**src/rtl/apuf_xor_eval.sv**
```systemverilog
// rtl/apuf_xor_eval.sv - evaluation controller for parallel arbiter-PUF chains with repeated sampling and majority vote
// Latches a challenge, runs NREP clear/launch/sample rounds, XORs chain outputs and votes.
module apuf_xor_eval #(
   parameter int NSTAGE = 64,
   parameter int NCHAIN = 1,
   parameter int NREP   = 5,
   parameter int SETTLE = 4
) (
   input  logic                        clk,
   input  logic                        rst,
   input  logic [NSTAGE-1:0]           chal_in,
   input  logic                        chal_valid,
   output logic                        chal_ready,
   output logic [NSTAGE-1:0]           sw_chal,
   output logic                        launch,
   output logic                        arb_clr,
   input  logic [NCHAIN-1:0]           arb_in,
   output logic                        resp,
   output logic [$clog2(NREP+1)-1:0]   ones_cnt,
   output logic                        resp_valid,
   input  logic                        resp_ready,
   output logic                        busy
);

   localparam int OW = $clog2(NREP + 1);
   localparam int RW = (NREP > 1) ? $clog2(NREP) : 1;
   localparam int CW = (SETTLE > 1) ? $clog2(SETTLE) : 1;

   localparam logic [CW-1:0] CNT_LAST = CW'(SETTLE - 1);
   localparam logic [RW-1:0] REP_LAST = RW'(NREP - 1);
   localparam logic [OW:0]   NREP_W   = (OW + 1)'(NREP);

   typedef enum logic [2:0] {
      S_IDLE,
      S_CLEAR,
      S_RUN,
      S_SAMPLE,
      S_DONE
   } state_t;

   state_t            state_q, state_d;
   logic [CW-1:0]     cnt_q, cnt_d;
   logic [RW-1:0]     rep_q, rep_d;
   logic [OW-1:0]     ones_q, ones_d;
   logic [NSTAGE-1:0] chal_q, chal_d;
   logic [OW:0]       ones_x2;
   logic              majority;

   always_comb begin
      state_d = state_q;
      cnt_d   = cnt_q;
      rep_d   = rep_q;
      ones_d  = ones_q;
      chal_d  = chal_q;
      case (state_q)
         S_IDLE: begin
            if (chal_valid) begin
               chal_d  = chal_in;
               rep_d   = '0;
               ones_d  = '0;
               cnt_d   = '0;
               state_d = S_CLEAR;
            end
         end
         S_CLEAR: begin
            if (cnt_q == CNT_LAST) begin
               cnt_d   = '0;
               state_d = S_RUN;
            end else begin
               cnt_d = cnt_q + CW'(1);
            end
         end
         S_RUN: begin
            if (cnt_q == CNT_LAST) begin
               cnt_d   = '0;
               state_d = S_SAMPLE;
            end else begin
               cnt_d = cnt_q + CW'(1);
            end
         end
         S_SAMPLE: begin
            // XOR across chains forms the response bit of one evaluation
            ones_d = ones_q + OW'(^arb_in);
            if (rep_q == REP_LAST) begin
               state_d = S_DONE;
            end else begin
               rep_d   = rep_q + RW'(1);
               state_d = S_CLEAR;
            end
         end
         S_DONE: begin
            if (resp_ready) begin
               state_d = S_IDLE;
            end
         end
         default: state_d = S_IDLE;
      endcase
   end

   always_ff @(posedge clk) begin
      if (rst) begin
         state_q <= S_IDLE;
         cnt_q   <= '0;
         rep_q   <= '0;
         ones_q  <= '0;
         chal_q  <= '0;
      end else begin
         state_q <= state_d;
         cnt_q   <= cnt_d;
         rep_q   <= rep_d;
         ones_q  <= ones_d;
         chal_q  <= chal_d;
      end
   end

   // Strict majority: an even-NREP tie votes 0
   assign ones_x2  = {ones_q, 1'b0};
   assign majority = (ones_x2 > NREP_W);

   always_comb begin
      sw_chal    = chal_q;
      launch     = 1'b0;
      arb_clr    = 1'b1;
      chal_ready = 1'b0;
      resp_valid = 1'b0;
      resp       = 1'b0;
      ones_cnt   = '0;
      busy       = (state_q != S_IDLE);
      case (state_q)
         S_IDLE: chal_ready = 1'b1;
         S_RUN, S_SAMPLE: begin
            launch  = 1'b1;
            arb_clr = 1'b0;
         end
         S_DONE: begin
            resp_valid = 1'b1;
            resp       = majority;
            ones_cnt   = ones_q;
         end
         default: ;
      endcase
   end

endmodule

```
**config.mk**
```make
export PLATFORM = sky130hd
export DESIGN_NAME = apuf_xor_eval
export DESIGN_NICKNAME = d
export VERILOG_FILES = /design/src/rtl/apuf_xor_eval.sv
export SDC_FILE = /design/constraint.sdc
export NUM_CORES = 1
export LEC_CHECK = 0
export BUFFER_PORTS_ARGS = -buffer_cell sky130_fd_sc_hd__buf_2
export CAP_MARGIN = 10
export CORE_MARGIN = 3
export CORE_UTILIZATION = 49
export DETAILED_ROUTE_END_ITERATION = 8
export PLACE_DENSITY = 0.84
export RECOVER_POWER = 25
export SLEW_MARGIN = 20
export SYNTH_ARGS = -nofsm -noshare
export SYNTH_HDL_FRONTEND = slang
export SYNTH_SLANG_ARGS = --single-unit
```
**constraint.sdc**
```tcl
create_clock -name clk -period 2.6 [get_ports clk]
set_input_delay 0.65 -clock clk [delete_from_list [all_inputs] [get_ports clk]]
set_output_delay 0.65 -clock clk [all_outputs]
set_load 0.02 [all_outputs]
```
After elaboration in Yosys (flattened, before gate mapping)
Cells that the tools add are included.
{"block": "word_totals", "input_bits": 69, "latchBits": 0, "romBits": 0, "ramBits": 0, "n_memories": 0, "regBits": 75, "word_cells": 50, "output_inout_bits": 73}
{"block": "classes", "eq_ne": 11, "n_reduce_logical": 11, "div": 0, "n_mul": 0, "n_shift": 0, "magnitude_cmp": 1, "bitwise_logic": 0, "mux": 19, "addsub": 3}
{"op": "3-bit 2-to-1 mux", "n": 8}
{"op": "3-bit one-hot mux with 5 select lines", "n": 1}
{"op": "3-bit one-hot mux with 2 select lines", "n": 2}
{"op": "2-bit inequality test, second input constant", "n": 5}
{"op": "3-bit by 2-bit equality test with 1-bit output, second input constant", "n": 2}
{"op": "3-bit equality test, second input constant", "n": 2}
{"op": "2-bit AND reduction", "n": 3}
{"op": "1-bit 2-to-1 mux", "n": 5}
{"op": "4-bit by 3-bit greater-than comparator with 1-bit output, second input constant", "n": 1}
{"op": "2-bit 2-to-1 mux", "n": 2}
{"op": "2-bit one-hot mux with 2 select lines", "n": 1}
{"op": "4-bit AND reduction", "n": 1}
{"op": "2-bit nonzero test", "n": 2}
{"op": "2-bit OR reduction", "n": 2}
{"op": "3-bit by 1-bit adder with 3-bit output", "n": 1}
{"op": "3-bit by 1-bit adder with 3-bit output, second input constant", "n": 1}
{"op": "3-bit by 1-bit equality test with 1-bit output, second input constant", "n": 1}
{"op": "3-bit zero test", "n": 1}
{"op": "3-bit AND reduction", "n": 1}
{"op": "3-bit nonzero test", "n": 1}
{"op": "2-bit by 1-bit adder with 2-bit output, second input constant", "n": 1}
{"op": "2-bit equality test, second input constant", "n": 1}

Logic depth before layout (Yosys ltp)
Gate-level depths: netlist of run 1.
{"block": "depth", "ltp_word": 4, "depth_mapped": 7, "mapped_depth_nobuf": 6}

Worst setup path before layout of run 1
Ideal clock, no wire load.
{"block": "synth_path", "path_kind": "flip-flop to output port", "from": "register state_q[0]", "to": "output resp", "n_path_buf": 1, "arrival_time_ps": 1258, "path_stages_with_launch": 5, "setup_slack_ps": 692, "required_time_ps": 1950, "cell_sequence": "dfxtp_1 buf_6 nor2_1 and2_1 nor2b_1"}
{"block": "synth_between", "elab_chain_len": 2}
{"item": "from (decl)", "line": "41", "text": "state_t state_q, state_d;"}
{"item": "from (signal assigned)", "line": "108", "text": "state_q <= state_d;"}
{"item": "3-bit equality test", "line": "129", "text": "case (state_q)"}
{"item": "1-bit 2-to-1 mux", "line": "129"}
{"item": "to (decl)", "line": "18", "text": "output logic resp,"}
No other way between the ends.

Final worst setup path of run 1
Same ends and word-level chain as after synthesis.

==> results.sh, run 1 <==
export IMPL_hold_class="reg -> reg"
export IMPL_grt_pass1_vias=2617
export IMPL_p_seq_share_pct=49.9
export IMPL_gp_congestion=0.824
export IMPL_die_y_um=83.1
export IMPL_p_sw_uw=683
export IMPL_worst_pin_slew_ns=1.43
export IMPL_synth_distinct_cells=36
export IMPL_port_buffers=141
export IMPL_path_max_fanout=14
export IMPL_p_int_mw=1.85
export IMPL_totalWireLength_mm=7.01
export IMPL_clkLatencyLatePin_ns=0.33
export IMPL_netlist_area_leader_share_pct=51.6
export IMPL_vias_per_cell=4.98
export IMPL_max_slew_margin_rel_pct=4.45
export IMPL_layout_common_cells="134 x nand2_1, 105 x buf_2, 75 x dfxtp_1, 72 x a21oi_1, 38 x clkbuf_1"
export IMPL_final_core_util_pct=66.4
export IMPL_wl_per_cell_um=12.4
export IMPL_swShare_pct=27.0
export IMPL_slew_violations=0
export IMPL_fp_row_count=27
export IMPL_hold_path_startpoint="sw_chal[38]"
export IMPL_cts_buffer_depth=2
export IMPL_synth_top_area_cell="dfxtp_1"
export IMPL_ff2ff_path_depth=5
export IMPL_mostFrequentLayoutCell="nand2_1"
export IMPL_h_tree_depth=3
export IMPL_drv_cap=0
export IMPL_rr_startpoint="state_q[0]"
export IMPL_die_w_um=83.1
export IMPL_synthTopCellsByArea="dfxtp_1 52%, nand2_1 17%, a21oi_1 12%"
export IMPL_antenna_found_initial=0
export IMPL_syn_avg_cell_area_um2=8.17
export IMPL_ir_drop_v=0.000421
export IMPL_core_area_um2=5640
export IMPL_ys_ff_latch=75
export IMPL_grt_ovfl_total=0
export IMPL_ys_warn_count=0
export IMPL_p_leak_nw=1.70
export IMPL_drc_errors=0
export IMPL_numClockSinks=75
export IMPL_hold_depth=2
export IMPL_finalHoldViolCount=0
export IMPL_timing_rr_end="sw_chal[4]"
export IMPL_worstPathArrival_ns=1.63
export IMPL_dp_hpwl_mm=4.92
export IMPL_finClkSkew_ns=0.00359
export IMPL_initial_utilization_pct=51.6
export IMPL_pwr_share_comb_pct=15.4
export IMPL_drtIter0Drc=68
export IMPL_p_clk_share_pct=34.7
export IMPL_cts_root_buf="clkbuf_8"
export IMPL_fmax_mhz=438
export IMPL_period_needed_ns=2.28
export IMPL_grt_first_pass_wirelength_mm=11.6
export IMPL_setup_violations=0
export IMPL_grt_max_degree=49
export IMPL_grt_setup_unrepaired="false"
export IMPL_status="finished clean"
export IMPL_cts_clk_slew_worst_paths_ns=0.07
export IMPL_io_pins=142
export IMPL_ant_nets=0
export IMPL_final_area_um2=3750
export IMPL_finalSetupTns_ns=0
export IMPL_syn_inst=356
export IMPL_hold_ws_ns=0.453
export IMPL_die_area_um2=6900
export IMPL_synthToLayoutAreaGrowth_pct=28.8
export IMPL_seq_area_frac_synth_pct=51.6
export IMPL_track_usage_pct=20.2
export IMPL_cts_resized=0
export IMPL_cts_hold_buffers=0
export IMPL_hold_end="sw_chal[38]"
export IMPL_rrSetupSlack_ns=0.79
export IMPL_syn_nets=430
export IMPL_drt_pass1_iterations=4
export IMPL_worstPathRequired_ns=1.95
export IMPL_post_dp_cell_area_um2=3600
export IMPL_netlist_area_um2=2910
export IMPL_p_per_area_nw_per_um2=675
export IMPL_critical_path_class="reg -> out"
export IMPL_cts_setup_buffers=0
export IMPL_num_antenna_cells=0
export IMPL_cts_made_buffers=9
export IMPL_final_nets=561
export IMPL_cts_tree="done"
export IMPL_drive_gt1_share_pct=26.3
export IMPL_num_vias=2806
export IMPL_start_kind="register"
export IMPL_finalCritPeriodShare_pct=87.7
export IMPL_end_kind="output port"
cells in the mapped netlist, drive strengths merged:
cell,number
a2111oi,1
a21boi,1
a21oi,72
a22oi,1
a311oi,1
and2,1
and2b,1
and3,3
and3b,1
and4b,1
buf,15
clkbuf,11
dfxtp,75
ha,5
inv,4
mux2,1
mux2i,2
nand2,135
nand2b,2
nand3,4
nand3b,1
nor2,4
nor2b,2
nor3,3
nor4,1
nor4b,1
o21ai,1
o31ai,1
or3,1
or4,1
or4b,1
xor2,2
cell type report:
| cell class | count | area (µm²) |
|---|---|---|
| Multi-Input combinational cell | 251 | 1230 |
| Clock inverter | 2 | 35.0 |
| Clock buffer | 13 | 159 |
| Sequential cell | 75 | 1500 |
| Inverter | 4 | 15.0 |
| Timing Repair Buffer | 146 | 711 |
| Tap cell | 72 | 90.1 |
| Fill cell | 508 | 1900 |
critical path, cell delays in order (launching register included):
cell     delay [ns]
dfxtp_1        0.66
nor2_1         0.14
and2_1         0.21
nor2b_1        0.14
buf_2          0.16
per-layer routing:
metal | GRT usage [%] | wire length (µm) | vias to the layer above
li1 | - | - | 1422
met1 | 23.5 | 2980 | 1261
met2 | 33.9 | 3300 | 114
met3 | 7.24 | 638 | 9
met4 | 7.88 | 90 | 0
met5 | 0 | 0 | -
state kept, by name (all words and copies together), names as in the netlist:
register,cells
sw_chal,64
ones_q,3
rep_q,3
state_q,3
cnt_q,2
through the flow:
step           std cells  power, mW  setup slack, ns
2_1_floorplan        356       1.54            0.692
3_3_place_gp         548       1.68            0.737
3_5_place_dp         548       1.69            0.686
4_1_cts              563       2.57            0.301
5_1_grt              563       2.66            0.160
6_report             563       2.53            0.319
kinds of logic after synthesis:
logic type | count (synthesis) | share of synthesized area, %
AND/OR/NAND/NOR | 163 | 24.5
AO/OA/AOI/OAI | 78 | 14.2
XOR/XNOR | 2 | 0.602
flip-flops | 75 | 51.6
multiplexers | 3 | 1.08
buffers and inverters | 30 | 5.94
adder cells (fa/ha/maj) | 5 | 2.15
worst max-delay path by stage:
stage                     startpoint        to  depth (start not counted)
after floorplan           state_q[0]      resp                          4
after global placement    chal_valid  rep_q[1]                          6
after detailed placement  chal_valid  rep_q[1]                          6
after CTS                 state_q[0]      resp                          4
after global routing      state_q[0]      resp                          4
final                     state_q[0]      resp                          4
power by group through the flow:
stage                     combinational, mW  clock [mW]  sequential (mW)
final                                 0.390       0.879             1.26
after global routing                  0.431       0.954             1.27
after CTS                             0.404       0.902             1.26
after detailed placement              0.403           0             1.29
after global placement                0.396           0             1.28
after floorplan                       0.180           0             1.36
No activity file was read; power rests on OpenSTA's default activity.
==> run 2: changes to the inputs <==
--- a/config.mk
+++ b/config.mk
@@ -8,9 +8,9 @@
 export BUFFER_PORTS_ARGS = -buffer_cell sky130_fd_sc_hd__buf_2
 export CAP_MARGIN = 10
 export CORE_MARGIN = 3
-export CORE_UTILIZATION = 49
+export CORE_UTILIZATION = 40
 export DETAILED_ROUTE_END_ITERATION = 8
-export PLACE_DENSITY = 0.84
+export PLACE_DENSITY = 0.71
 export RECOVER_POWER = 25
 export SLEW_MARGIN = 20
 export SYNTH_ARGS = -nofsm -noshare
==> constraint.sdc (replaced) <==
create_clock -name clk -period 2.45 [get_ports clk]
set_input_delay 0.6125 -clock clk [delete_from_list [all_inputs] [get_ports clk]]
set_output_delay 0.6125 -clock clk [all_outputs]
set_load 0.02 [all_outputs]
==> run 2 against run 1 <==
Core utilization decreased by 11 points. Die area grew 21%. Largest power group unchanged. Critical path depth did not move. Clock skew is 0.0026 ns higher. Critical path type unchanged. Wire length is 2.7% higher. Critical endpoint unchanged. Non-clock buffer count is 2 higher. First-iteration DRC count is 10% lower. Final area grew 2.8%. Flip-flop and latch count stayed put.
==> results.sh, run 2 (synthesis gave the netlist of run 1 again) <==
export IMPL_status="finished clean"
export IMPL_finalCritPeriodShare_pct=91.5
export IMPL_track_usage_pct=17.0
export IMPL_port_buffers=141
export IMPL_path_cells="nor2_1 > and2_1 > nor2b_1 > buf_2"
export IMPL_slowest_delay_ns=0.66
export IMPL_worst_pin_slew_ns=0.697
export IMPL_h_tree_depth=3
export IMPL_cts_buffer_depth=2
export IMPL_hold_ws_ns=0.453
export IMPL_finalSetupTns_ns=0
export IMPL_worstPathRequired_ns=1.84
export IMPL_p_per_area_nw_per_um2=709
export IMPL_critPathTopFamily="flip-flops"
export IMPL_worstPathArrival_ns=1.63
export IMPL_p_clk_share_pct=34.9
export IMPL_start_kind="register"
export IMPL_die_w_um=91.3
export IMPL_dp_hpwl_mm=5.13
export IMPL_end_kind="output port"
export IMPL_hold_depth=2
export IMPL_gp_congestion=0.715
export IMPL_fp_row_count=30
export IMPL_ant_nets=0
export IMPL_cts_tree="done"
export IMPL_drv_cap=0
export IMPL_finClkSkew_ns=0.00618
export IMPL_fmax_mhz=446
export IMPL_drt_pass1_iterations=4
export IMPL_critical_path_class="reg -> out"
export IMPL_hold_class="reg -> reg"
export IMPL_rrSetupSlack_ns=0.68
export IMPL_synthToLayoutAreaGrowth_pct=32.3
export IMPL_path_max_fanout=14
export IMPL_mostFrequentLayoutCell="nand2_1"
export IMPL_num_vias=2767
export IMPL_numClockSinks=75
export IMPL_core_area_um2=6910
export IMPL_cts_resized=0
export IMPL_swShare_pct=28.1
export IMPL_io_pins=142
export IMPL_pwr_share_comb_pct=16.1
export IMPL_drtIter0Drc=61
export IMPL_critPathBufInv=1
export IMPL_grt_setup_unrepaired="false"
export IMPL_p_seq_share_pct=49.0
export IMPL_largest_reg_flops=64
export IMPL_finalHoldViolCount=0
export IMPL_ir_drop_v=0.000449
export IMPL_critPathLaunch="state_q[0]"
export IMPL_grt_max_degree=76
export IMPL_final_nets=563
export IMPL_setup_violations=0
export IMPL_die_y_um=91.3
export IMPL_antenna_found_initial=0
export IMPL_layout_common_cells="134 x nand2_1, 105 x buf_2, 75 x dfxtp_1, 72 x a21oi_1, 37 x clkbuf_1"
export IMPL_cts_hold_buffers=0
export IMPL_cts_made_buffers=9
export IMPL_initial_utilization_pct=42.1
export IMPL_grt_first_pass_wirelength_mm=11.6
export IMPL_grt_ovfl_total=0
export IMPL_drive_gt1_share_pct=26.9
export IMPL_p_sw_uw=767
export IMPL_cts_clk_slew_worst_paths_ns=0.08
export IMPL_p_leak_nw=1.72
export IMPL_final_core_util_pct=55.7
export IMPL_crit_slowest_cell="dfxtp_1"
export IMPL_num_antenna_cells=0
export IMPL_grt_pass1_vias=2480
export IMPL_slew_violations=0
export IMPL_vias_per_cell=4.69
export IMPL_power_mw=2.73
export IMPL_cts_setup_buffers=0
export IMPL_drc_errors=0
export IMPL_wl_per_cell_um=12.2
export IMPL_clkLatencyLatePin_ns=0.33
export IMPL_rr_startpoint="state_q[2]"
export IMPL_p_int_mw=1.96
export IMPL_die_area_um2=8330
export IMPL_totalWireLength_mm=7.20
export IMPL_cts_root_buf="clkbuf_8"
export IMPL_hold_path_startpoint="sw_chal[59]"
export IMPL_period_needed_ns=2.24
export IMPL_ff2ff_path_depth=4
export IMPL_hold_end="sw_chal[59]"
export IMPL_timing_rr_end="sw_chal[8]"
export IMPL_max_slew_margin_rel_pct=53.3
run 2: layer usage:
| layer | GRT usage, % | up-vias | routed length (µm) | part of all wire, % |
|---|---|---|---|---|
| met5 | 0 | - | 0 | 0 |
| met1 | 21.7 | 1210 | 3270 | 45 |
| met4 | 5.65 | 0 | 70 | 0.97 |
| met2 | 27.0 | 114 | 3210 | 45 |
| met3 | 5.63 | 8 | 652 | 9.1 |
| li1 | - | 1435 | - | - |
run 2: worst min-delay path, stage by stage (launching register included):
cell     delay (ns)
dfxtp_1        0.31
nand2_1        0.05
a21oi_1        0.05
run 2: worst max-delay path by stage:
stage                 end  slack, ns  depth (start not counted)
3_5_place_dp   sw_chal[8]       0.52                          5
5_1_grt              resp       0.03                          4
4_1_cts              resp       0.20                          4
3_3_place_gp         resp       0.62                          4
2_1_floorplan        resp       0.58                          4
6_report             resp       0.21                          4
run 2: layout make-up:
cell class                      count  area [µm²]
Inverter                            4        15.0
Fill cell                         707        3060
Clock inverter                      5        61.3
Tap cell                           96         120
Timing Repair Buffer              148         776
Sequential cell                    75        1500
Clock buffer                       11         141
Multi-Input combinational cell    251        1230
run 2: power by group through the flow:
stage | Combinational (mW) | Sequential, mW | Clock (mW)
2_1_floorplan | 0.191 | 1.45 | 0
3_3_place_gp | 0.446 | 1.36 | 0
3_5_place_dp | 0.453 | 1.36 | 0
4_1_cts | 0.454 | 1.34 | 0.987
5_1_grt | 0.483 | 1.35 | 1.03
6_report | 0.439 | 1.34 | 0.953
run 2: per-stage QoR:
step	std cells	worst slack [ns]	area (µm²)
global route	590	0.0263	3850
detailed placement	574	0.523	3690
finish	590	0.209	3850
global placement	574	0.615	3690
CTS	590	0.200	3890
floorplan	356	0.580	2910
